`src/rtl/analog_sensor_pkg.sv`:
```
// analog_sensor_pkg: sensor mode codes, sticky error codes and the reader
// state type shared by analog_sensor_reader and its FIFO.
package analog_sensor_pkg;

    // Mode codes driven to the sensor
    localparam logic [1:0] MODE_STOP = 2'b00;
    localparam logic [1:0] MODE_FAST = 2'b01;
    localparam logic [1:0] MODE_SLOW = 2'b10;

    // One-hot error codes; each bit is one sticky flag
    localparam logic [1:0] ERR_NONE     = 2'b00;
    localparam logic [1:0] ERR_TIMEOUT  = 2'b01;
    localparam logic [1:0] ERR_OVERFLOW = 2'b10;

    // Significant bits of a sensor reading
    localparam int unsigned SAMPLE_W = 12;

    typedef enum logic [2:0] {
        ST_IDLE,
        ST_ARM,
        ST_WAIT_READY,
        ST_ACK,
        ST_GAP
    } reader_state_e;

    // Only the fast code selects fast mode; every other request polls slow
    function automatic logic [1:0] decode_mode(input logic [1:0] req);
        return (req == MODE_FAST) ? MODE_FAST : MODE_SLOW;
    endfunction

endpackage

```
`src/rtl/reader_fifo.sv`:
```
// reader_fifo: sample FIFO, DEPTH a power of two. A push into a full FIFO is
// dropped unless a pop happens on the same edge. When empty, data_o keeps
// the last head value that was popped (zero after reset).
module reader_fifo #(
    parameter int unsigned DEPTH = 4,
    parameter int unsigned WIDTH = 12
) (
    input  logic                     clk_i,
    input  logic                     rst_ni,
    input  logic                     push_i,
    input  logic [WIDTH-1:0]         data_i,
    input  logic                     pop_i,
    output logic [WIDTH-1:0]         data_o,
    output logic                     full_o,
    output logic                     empty_o,
    output logic [$clog2(DEPTH):0]   count_o
);

    localparam int unsigned AW = $clog2(DEPTH);
    localparam int unsigned CW = AW + 1;

    logic [WIDTH-1:0] mem_q [DEPTH];
    logic [AW-1:0]    wr_ptr_q, rd_ptr_q;
    logic [CW-1:0]    count_q;
    logic [WIDTH-1:0] last_q;
    logic             do_push, do_pop;

    assign empty_o = (count_q == '0);
    assign full_o  = (count_q == CW'(DEPTH));
    assign count_o = count_q;
    assign do_pop  = pop_i && !empty_o;
    assign do_push = push_i && (!full_o || do_pop);
    assign data_o  = empty_o ? last_q : mem_q[rd_ptr_q];

    // Storage array: written on accepted pushes only
    always_ff @(posedge clk_i) begin
        if (do_push) begin
            mem_q[wr_ptr_q] <= data_i;
        end
    end

    // Pointers, occupancy and the held head value
    always_ff @(posedge clk_i or negedge rst_ni) begin
        if (!rst_ni) begin
            wr_ptr_q <= '0;
            rd_ptr_q <= '0;
            count_q  <= '0;
            last_q   <= '0;
        end else begin
            if (do_push) begin
                wr_ptr_q <= wr_ptr_q + 1'b1;
            end
            if (do_pop) begin
                rd_ptr_q <= rd_ptr_q + 1'b1;
                last_q   <= mem_q[rd_ptr_q];
            end
            if (do_push && !do_pop) begin
                count_q <= count_q + 1'b1;
            end else if (!do_push && do_pop) begin
                count_q <= count_q - 1'b1;
            end
        end
    end

endmodule

```
`src/rtl/analog_sensor_reader.sv`:
```
// analog_sensor_reader: polls an analog sensor (single-shot or continuous),
// buffers 12-bit readings in a FIFO for the host and keeps sticky timeout and
// overflow flags. Optional READER_MINMAX_EN adds MinReading/MaxReading.
module analog_sensor_reader
    import analog_sensor_pkg::*;
#(
    parameter int unsigned TIMEOUT_CYCLES = 64,
    parameter int unsigned FIFO_DEPTH     = 4
) (
    input  logic                          Clk,
    input  logic                          Reset_n,
    input  logic                          Start,
    input  logic                          Continuous,
    input  logic [1:0]                    PollMode,
    input  logic [15:0]                   PollInterval,
    input  logic                          Abort,
    input  logic [15:0]                   AnalogReading,
    input  logic                          AnalogValReady,
    output logic [1:0]                    Mode,
    output logic                          Enable,
    output logic                          CPUReadComplete,
    input  logic                          HostPop,
    input  logic                          HostClear,
    output logic [SAMPLE_W-1:0]           HostData,
    output logic                          HostValid,
    output logic [$clog2(FIFO_DEPTH):0]   FifoCount,
    output logic                          Overflow,
    output logic                          Timeout,
    output logic                          Busy
`ifdef READER_MINMAX_EN
    ,
    output logic [SAMPLE_W-1:0]           MinReading,
    output logic [SAMPLE_W-1:0]           MaxReading
`endif
);

    localparam int unsigned   TW       = $clog2(TIMEOUT_CYCLES + 1);
    localparam logic [TW-1:0] TMO_LAST = TW'(TIMEOUT_CYCLES - 1);

    reader_state_e       state_q;
    logic [1:0]          mode_q;
    logic                enable_q, ack_q, busy_q, cont_q;
    logic [15:0]         intv_q, gap_cnt_q;
    logic [TW-1:0]       tmo_cnt_q;
    logic [1:0]          err_q, err_evt;
    logic                push, tmo_hit, ovf_evt, fifo_full, fifo_empty;
    logic [SAMPLE_W-1:0] sample;
    logic                unused_reading_hi;

    assign sample            = AnalogReading[SAMPLE_W-1:0];
    assign unused_reading_hi = ^AnalogReading[15:SAMPLE_W];

    // Abort outranks both a ready sample and an expiring timeout
    assign push    = (state_q == ST_WAIT_READY) && AnalogValReady && !Abort;
    assign tmo_hit = (state_q == ST_WAIT_READY) && !AnalogValReady && !Abort
                     && (tmo_cnt_q == TMO_LAST);
    assign ovf_evt = push && fifo_full && !HostPop;
    assign err_evt = (tmo_hit ? ERR_TIMEOUT : ERR_NONE)
                   | (ovf_evt ? ERR_OVERFLOW : ERR_NONE);

    assign Mode            = mode_q;
    assign Enable          = enable_q;
    assign CPUReadComplete = ack_q;
    assign Busy            = busy_q;
    assign Timeout         = |(err_q & ERR_TIMEOUT);
    assign Overflow        = |(err_q & ERR_OVERFLOW);
    assign HostValid       = !fifo_empty;

    reader_fifo #(
        .DEPTH (FIFO_DEPTH),
        .WIDTH (SAMPLE_W)
    ) u_fifo (
        .clk_i   (Clk),
        .rst_ni  (Reset_n),
        .push_i  (push),
        .data_i  (sample),
        .pop_i   (HostPop),
        .data_o  (HostData),
        .full_o  (fifo_full),
        .empty_o (fifo_empty),
        .count_o (FifoCount)
    );

    // Poll sequencer with registered sensor-side outputs.
    // The ACK cycle counts as the first gap cycle, so consecutive samples
    // are PollInterval+1 cycles apart (minimum 2).
    always_ff @(posedge Clk or negedge Reset_n) begin
        if (!Reset_n) begin
            state_q   <= ST_IDLE;
            mode_q    <= MODE_STOP;
            enable_q  <= 1'b0;
            ack_q     <= 1'b0;
            busy_q    <= 1'b0;
            cont_q    <= 1'b0;
            intv_q    <= '0;
            gap_cnt_q <= '0;
            tmo_cnt_q <= '0;
        end else begin
            ack_q <= 1'b0;
            if (Abort) begin
                state_q   <= ST_IDLE;
                mode_q    <= MODE_STOP;
                enable_q  <= 1'b0;
                busy_q    <= 1'b0;
                gap_cnt_q <= '0;
                tmo_cnt_q <= '0;
            end else begin
                case (state_q)
                    ST_IDLE: begin
                        if (Start) begin
                            state_q  <= ST_ARM;
                            mode_q   <= decode_mode(PollMode);
                            enable_q <= 1'b1;
                            busy_q   <= 1'b1;
                            cont_q   <= Continuous;
                            intv_q   <= PollInterval;
                        end
                    end
                    ST_ARM: begin
                        state_q   <= ST_WAIT_READY;
                        tmo_cnt_q <= '0;
                    end
                    ST_WAIT_READY: begin
                        if (AnalogValReady) begin
                            state_q   <= ST_ACK;
                            ack_q     <= 1'b1;
                            tmo_cnt_q <= '0;
                        end else if (tmo_hit) begin
                            state_q   <= ST_IDLE;
                            mode_q    <= MODE_STOP;
                            enable_q  <= 1'b0;
                            busy_q    <= 1'b0;
                            tmo_cnt_q <= '0;
                        end else begin
                            tmo_cnt_q <= tmo_cnt_q + 1'b1;
                        end
                    end
                    ST_ACK: begin
                        if (!cont_q) begin
                            state_q  <= ST_IDLE;
                            mode_q   <= MODE_STOP;
                            enable_q <= 1'b0;
                            busy_q   <= 1'b0;
                        end else if (intv_q < 16'd2) begin
                            state_q <= ST_WAIT_READY;
                        end else begin
                            state_q   <= ST_GAP;
                            gap_cnt_q <= 16'd1;
                        end
                    end
                    ST_GAP: begin
                        if (gap_cnt_q == intv_q - 16'd1) begin
                            state_q   <= ST_WAIT_READY;
                            gap_cnt_q <= '0;
                        end else begin
                            gap_cnt_q <= gap_cnt_q + 16'd1;
                        end
                    end
                    default: begin
                        state_q  <= ST_IDLE;
                        mode_q   <= MODE_STOP;
                        enable_q <= 1'b0;
                        busy_q   <= 1'b0;
                    end
                endcase
            end
        end
    end

    // Sticky flags: a new error event on the clearing edge keeps its flag set
    always_ff @(posedge Clk or negedge Reset_n) begin
        if (!Reset_n) begin
            err_q <= ERR_NONE;
        end else begin
            err_q <= (HostClear ? ERR_NONE : err_q) | err_evt;
        end
    end

`ifdef READER_MINMAX_EN
    logic [SAMPLE_W-1:0] min_q, max_q, min_base, max_base;

    assign MinReading = min_q;
    assign MaxReading = max_q;

    // Clear is applied first, so a sample on the clearing edge still counts
    always_comb begin
        min_base = HostClear ? '1 : min_q;
        max_base = HostClear ? '0 : max_q;
    end

    // Running extremes over every sample offered to the FIFO, dropped or not
    always_ff @(posedge Clk or negedge Reset_n) begin
        if (!Reset_n) begin
            min_q <= '1;
            max_q <= '0;
        end else if (push) begin
            min_q <= (sample < min_base) ? sample : min_base;
            max_q <= (sample > max_base) ? sample : max_base;
        end else begin
            min_q <= min_base;
            max_q <= max_base;
        end
    end
`endif

endmodule

```
`config.mk`:
```
export PLATFORM = sky130hd
export DESIGN_NAME = analog_sensor_reader
export DESIGN_NICKNAME = d
export VERILOG_FILES = /design/src/rtl/analog_sensor_pkg.sv /design/src/rtl/reader_fifo.sv /design/src/rtl/analog_sensor_reader.sv
export SDC_FILE = /design/constraint.sdc
export NUM_CORES = 1
export LEC_CHECK = 0
export CAP_MARGIN = 10
export CORE_MARGIN = 1
export CORE_UTILIZATION = 51
export CTS_CLUSTER_SIZE = 16
export DETAILED_ROUTE_END_ITERATION = 10
export GPL_ROUTABILITY_DRIVEN = 0
export MAX_ROUTING_LAYER = met4
export PLACE_DENSITY = 0.78
export SYNTH_ARGS = -nofsm -noshare
export SYNTH_HDL_FRONTEND = slang
export SYNTH_SLANG_ARGS = --single-unit
```
`constraint.sdc`:
```
create_clock -name Clk -period 2.4 [get_ports Clk]
set_input_delay 0.24 -clock Clk [delete_from_list [all_inputs] [get_ports Clk]]
set_output_delay 0.24 -clock Clk [all_outputs]
set_load 0.05 [all_outputs]
```
Yosys cells after proc, flatten, opt, wreduce, memory -nomap -nowiden:

Memory sizes are Yosys's and may differ from the RTL's.
Index checks and enable logic that the tools add are counted.

* register bits: 68
* RAM bits: 48
* input bits: 42
* output and inout bits: 23
* word-level logic and storage cells: 112
* memories: 1

Memories
* u_fifo.mem_q: words 4, width 12, read ports 1, clocked after memory_dff 0, wr ports 1, line reader_fifo.sv:22 `logic [WIDTH-1:0] mem_q [DEPTH];`

* $add $sub $neg: 7
* magnitude comparators: 1
* equal/unequal tests: 17
* mux-type cells: 41
* bitwise gates (word level): 3
* reduce and logical (&&, ||, !) cells: 29

Operators by type and width (number)
* $mux 16: 4
* $pmux 16 s2: 1
* $mux 3: 9
* $mux 7: 3
* $ne 3x3->1 const B: 7
* $add 16x1->16 const B: 1
* $eq 16x16->1: 1
* $lt 16x2->1 const B: 1
* $mux 2: 8
* $sub 16x1->16 const B: 1
* $pmux 3 s5: 1
* $pmux 7 s2: 1
* $mux 12: 1
* $logic_and 1x1->1: 11
* $mux 1: 11
* $reduce_and 3->1: 3
* $pmux 2 s4: 1
* $add 7x1->7 const B: 1
* $eq 7x6->1 const B: 1
* $logic_not 1->1: 7
* $eq 3x2->1 const B: 2
* $eq 3x3->1 const B: 2
* $logic_not 3->1: 2
* $reduce_bool 3->1: 2
* 15 further kinds: 16

Longest topological paths before layout:

* depth in word-level cells: 9
* gate-level depth with buffers: 11
* depth with buffers taken out: 10

Hierarchy:

A second synthesis with hierarchy kept.

* cells, all modules: 450
* area total of the unflattened synthesis: 5704.2 µm²

By module, submodules not included
* analog_sensor_reader: instances 1, cells each 313, area an instance 2925.3 µm², sequential area each 1226.2 µm²
* reader_fifo: instances 1, cells each 137, area an instance 2778.9 µm², sequential area each 1916.8 µm²

Worst setup path after synthesis:

No wires, ideal clock.

* path type: register -> register
* start: reg u_fifo.count_q[0] (netlist: u_fifo.count_o[0])
* end: reg u_fifo.count_q[2] (netlist: u_fifo.count_o[2])
* setup time: 0.082 ns
* arrival time: 2.746 ns
* required time: 2.318 ns
* path slack: -0.428 ns
* stages on the path, launching flop included: 11
* path buffers: 2
* clock period less this slack: 2.828 ns
* cell sequence: dfrtp_1 or3_1 clkbuf_1 nand2_1 buf_1 ha_1 inv_1 fa_1 xor2_1 nor2_1 xor2_1

* cells in the longest elaborated chain, start to end: 8
* elaborated cells between the ends (all ways): 16
* those cells by class: 2 x add/sub; 1 x eq/ne; 2 x mux; 11 x reduce/logical

RTL lines
* start: declaration: line reader_fifo.sv:24 `logic [CW-1:0] count_q;`
* start signal: assignment: line reader_fifo.sv:58 `count_q <= count_q + 1'b1;`
* start signal: assignment: line reader_fifo.sv:60 `count_q <= count_q - 1'b1;`
* branches (longest 8 deep; another with $sub 3x1->3)

Several ways; the timed one is not identified. The select of a mux whose other input is x is not followed.
A chain may end at the register's enable or synchronous reset.

Final worst setup path:

* start: reg intv_q[0]
* end: reg gap_cnt_q[5]

* cells in the longest elaborated chain, start to end: 5
* elaborated cells between the ends (all ways): 8
* those cells by class: 1 x add/sub; 1 x order compare; 2 x eq/ne; 3 x mux; 1 x reduce/logical

RTL lines
* start: declaration: line analog_sensor_reader.sv:43 `logic [15:0] intv_q, gap_cnt_q;`
* start signal: assignment: line analog_sensor_reader.sv:116 `intv_q <= PollInterval;`
* $sub 16x1->16: line analog_sensor_reader.sv:152 `if (gap_cnt_q == intv_q - 16'd1) begin`
* $eq 16x16->1: line analog_sensor_reader.sv:152
* $mux 16: line analog_sensor_reader.sv:152
* $pmux 16 s2: line analog_sensor_reader.sv:108 `case (state_q)`
* $mux 16: line analog_sensor_reader.sv:100 `if (Abort) begin`
* end signal: assignment: line analog_sensor_reader.sv:156 `gap_cnt_q <= gap_cnt_q + 16'd1;`
* end: declaration: line analog_sensor_reader.sv:43

Parallel ways exist; a longest one is shown, timed or not.

==> impl_results.md <==
- Starting density of the core: 0.535
- Final core occ: 0.704
- Netlist cell types: 52
- # diodes: 0
- Seq cells post-synth: 116
- Routed wire length: 12,500 um
- Met1 Use GR: 0.274
- DRT iter0 DRCs: 127
- Crit path max fanout: 7
- CTS Buf Count: 17
- Synth Flop Type: dfrtp_1
- Remaining DRCs: 0
- CP endpoint kind: flip-flop
- Source of the worst register-to-register timing path: intv_q[0]
- CP cell instances: inv_1, ha_2, or3b_4, buf_6, o31ai_1, a32oi_2, o21ai_2, nand4_1, buf_6, a31o_1, a22o_1
- Clock power share: 0.304
- Max Slew Vio Count: 0
- Insertion delay to the later sink of the worst-skew pair: 0.51 ns
- Most frequent CP cell: buf_6
- Final setup viols: 18
- Die W: 107 um
- HPWL Detailed: 8240 um
- Largest net degree at the start of global routing: 46
- Reg2reg end: gap_cnt_q[5]
- Met3 Use GR: 0.0529
- Met2 usage: 0.419
- Final hold vios: 0
- Final worst slack: -0.380 ns
- Max-cap viol count: 0
- Hold Slack: 0.259 ns
- Std-Cell Rows: 37
- CTS H-tree depth: 4
- Status: complete, but fails checks
- Fmax: 0.360 GHz
- CP arrival: 3.18 ns
- Clock skew: 0.00753 ns
- Warnings, synthesis: 0
- Global-route wire length before repair: 20,500 um
- Critical Path Max Stage Delay: 0.45 ns
- Switch share: 0.342
- Final period utilization: 1.16
- Mapped Nets: 498
- I/O pin cnt: 65
- Worst Tran Pin Value: 0.706 ns
- Reg2reg setup slack: -0.38 ns
- Final Critical Period: 2.78 ns
- Fin Setup TNS: -5.11 ns
- Clk slew on worst S/H paths: 0.06 ns
- Sink Count: 116
- Routed via count: 4,045
- Pleak: 2.94 nW
- PortBufs: 60
- CP max-delay cell: or3b_4
- Req. time, crit path: 2.80 ns
- Flop pwr share: 0.326
- Die area: 11,400 um^2
- Most common cell after layout, fill and taps aside: dfrtp_1
- 1st-pass router iterations: 4
- Die span in y: 107 um
- CTS tree: built
- Clock Tree Buf Depth: 2
- Max_slew headroom: 0.525
- Total track usage: 0.242
- Congestion Overflow GR: 0
- Asr flop ratio synth: 0.586
- Worst VDD drop: 971 uV
- Post-synthesis sequential area ratio: 0.561
- Antenna Nets Post-Route: 0
- Tightest Hold Check Type: in -> async
- Mapped cell area: 5600 um^2
- Drt wl/cell: 17.8 um
- Pwr/cell area: 1070 nW/um^2
- Average cell area after synthesis: 12.5 um^2
- Post-synth EDFFs: 48
- Initial antenna violation count: 0
- Placed cells: 662
- Vias in the first global route: 4,255
- RSZ-0062 raised after global routing: true
- Most frequent cells in the layout: 65 x dfrtp_1, 53 x buf_4, 48 x edfxtp_1
- Layout cells sized above 1: 0.313
- FF-to-FF path depth: 11
- Nets@finish: 603
- DR vias/cell: 5.77
- Synthesized instance count: 447
- Total power: 0.00787 W
- Root Buffer: clkbuf_8
- P_int: 0.00518 W
- Comb pwr share: 0.370
- GR peak layer: met2
- Crit start category: flip-flop
- Total net switching power: 0.00269 W
- Worst Path Class, Setup: reg -> reg
- Area Overhead vs Synth: 31.6%
- Failing checks: negative setup slack
- Core area: 10,500 um^2
- Final Non-Filler Cells: 701
[flip-flops by register name (all words and copies together) (netlist names)]
| name | flops |
|---|---|
| u_fifo.mem_q | 48 |
| gap_cnt_q | 16 |
| intv_q | 16 |
| u_fifo.last_q | 12 |
| tmo_cnt_q | 7 |
| state_q | 3 |
| u_fifo.count_o | 3 |
| Mode | 2 |
| err_q | 2 |
| u_fifo.rd_ptr_q | 2 |
| u_fifo.wr_ptr_q | 2 |
| Busy | 1 |
| CPUReadComplete | 1 |
| cont_q | 1 |
[worst max-delay path by stage]
stage	to	cells past startpoint	from	slack, ns
6_report	gap_cnt_q[5]	11	intv_q[0]	-0.38
5_1_grt	gap_cnt_q[5]	11	intv_q[0]	-0.48
4_1_cts	gap_cnt_q[15]	11	intv_q[0]	-0.25
3_5_place_dp	gap_cnt_q[5]	9	intv_q[0]	-0.27
3_3_place_gp	gap_cnt_q[5]	9	intv_q[0]	-0.18
2_1_floorplan	gap_cnt_q[5]	9	intv_q[0]	-0.14
[layout make-up]
type                            count  area, um^2
Timing Repair Buffer              110         992
Sequential cell                   116        3150
Tap cell                          136         170
Multi-Input combinational cell    288        2420
Clock inverter                     10         109
Inverter                           19        71.3
Clock buffer                       22         453
Fill cell                         730        3100
[Yosys cell counts (5+ instances only)]
library cell | instances | area, um^2
a31oi_1 | 14 | 87.6
and2_1 | 6 | 37.5
and3_1 | 7 | 43.8
buf_2 | 5 | 25.0
clkbuf_1 | 14 | 52.6
dfrtp_1 | 68 | 1700
edfxtp_1 | 48 | 1440
ha_1 | 8 | 100
inv_1 | 19 | 71.3
mux2_2 | 43 | 484
mux4_2 | 12 | 270
nand2_1 | 26 | 97.6
nand3_1 | 9 | 45.0
nor2_1 | 24 | 90.1
nor2b_1 | 6 | 37.5
nor3_1 | 18 | 90.1
nor4_1 | 7 | 43.8
o211ai_1 | 5 | 37.5
o21ai_0 | 14 | 70.1
o2bb2ai_1 | 6 | 52.6
or4_1 | 7 | 52.6
xnor2_1 | 19 | 166
xor2_1 | 9 | 78.8
[per-stage QoR]
| stage | setup WS (ns) | area (um^2) |
|---|---|---|
| floorplan | -0.142 | 5690 |
| global route | -0.485 | 7370 |
| CTS | -0.247 | 7260 |
| finish | -0.380 | 7370 |
| detailed placement | -0.272 | 6650 |
| global placement | -0.177 | 6650 |
[timing repair]
| item | 4_1_cts | 5_1_grt |
|---|---|---|
| endpoints found under the hold margin | 23 | 0 |
| hold buffers | 1 | 0 |
| setup buffers | 2 | 2 |
| cloned | 2 | 1 |
| pin swaps | 3 | 0 |
| endpoints found under the setup margin | 31 | 29 |
| gates resized for setup | 10 | 17 |
[worst max-delay path: cells and delay by family, from the launching register on]
| family | cells | cell delay, ns |
|---|---|---|
| simple gates | 2 | 0.68 |
| buf+inv | 3 | 0.44 |
| flops | 1 | 0.40 |
| fa+ha+maj | 1 | 0.16 |
| compound gates | 5 | 0.98 |
[logic make-up after synthesis]
family / count (synthesis) / share of synthesized area
DFF: 116 / 0.561
xor gates and xnor gates: 28 / 0.0438
adders and majority gates: 9 / 0.0215
buffers and inverters: 43 / 0.0320
muxes: 55 / 0.135
AOI/OAI and AO/OA: 64 / 0.0820
and+or+nand+nor: 132 / 0.125
[metal layers]
| metal | up-vias | part of all wire | wire length (um) |
|---|---|---|---|
| met3 | 29 | 0.035 | 441 |
| met2 | 103 | 0.54 | 6820 |
| met1 | 2036 | 0.40 | 5010 |
| met4 | 0 | 0.020 | 244 |
| li1 | 1877 | - | - |
| met5 | - | 0 | 0 |
[power by group through the flow]
stage | registers, W | clock network (W) | logic (W)
floorplan | 0.00269 | 0 | 0.00181
global placement | 0.00256 | 0 | 0.00271
detailed placement | 0.00259 | 0 | 0.00280
CTS | 0.00256 | 0.00242 | 0.00286
global route | 0.00261 | 0.00250 | 0.00308
finish | 0.00257 | 0.00239 | 0.00291
(Power assumes the default switching activity.)
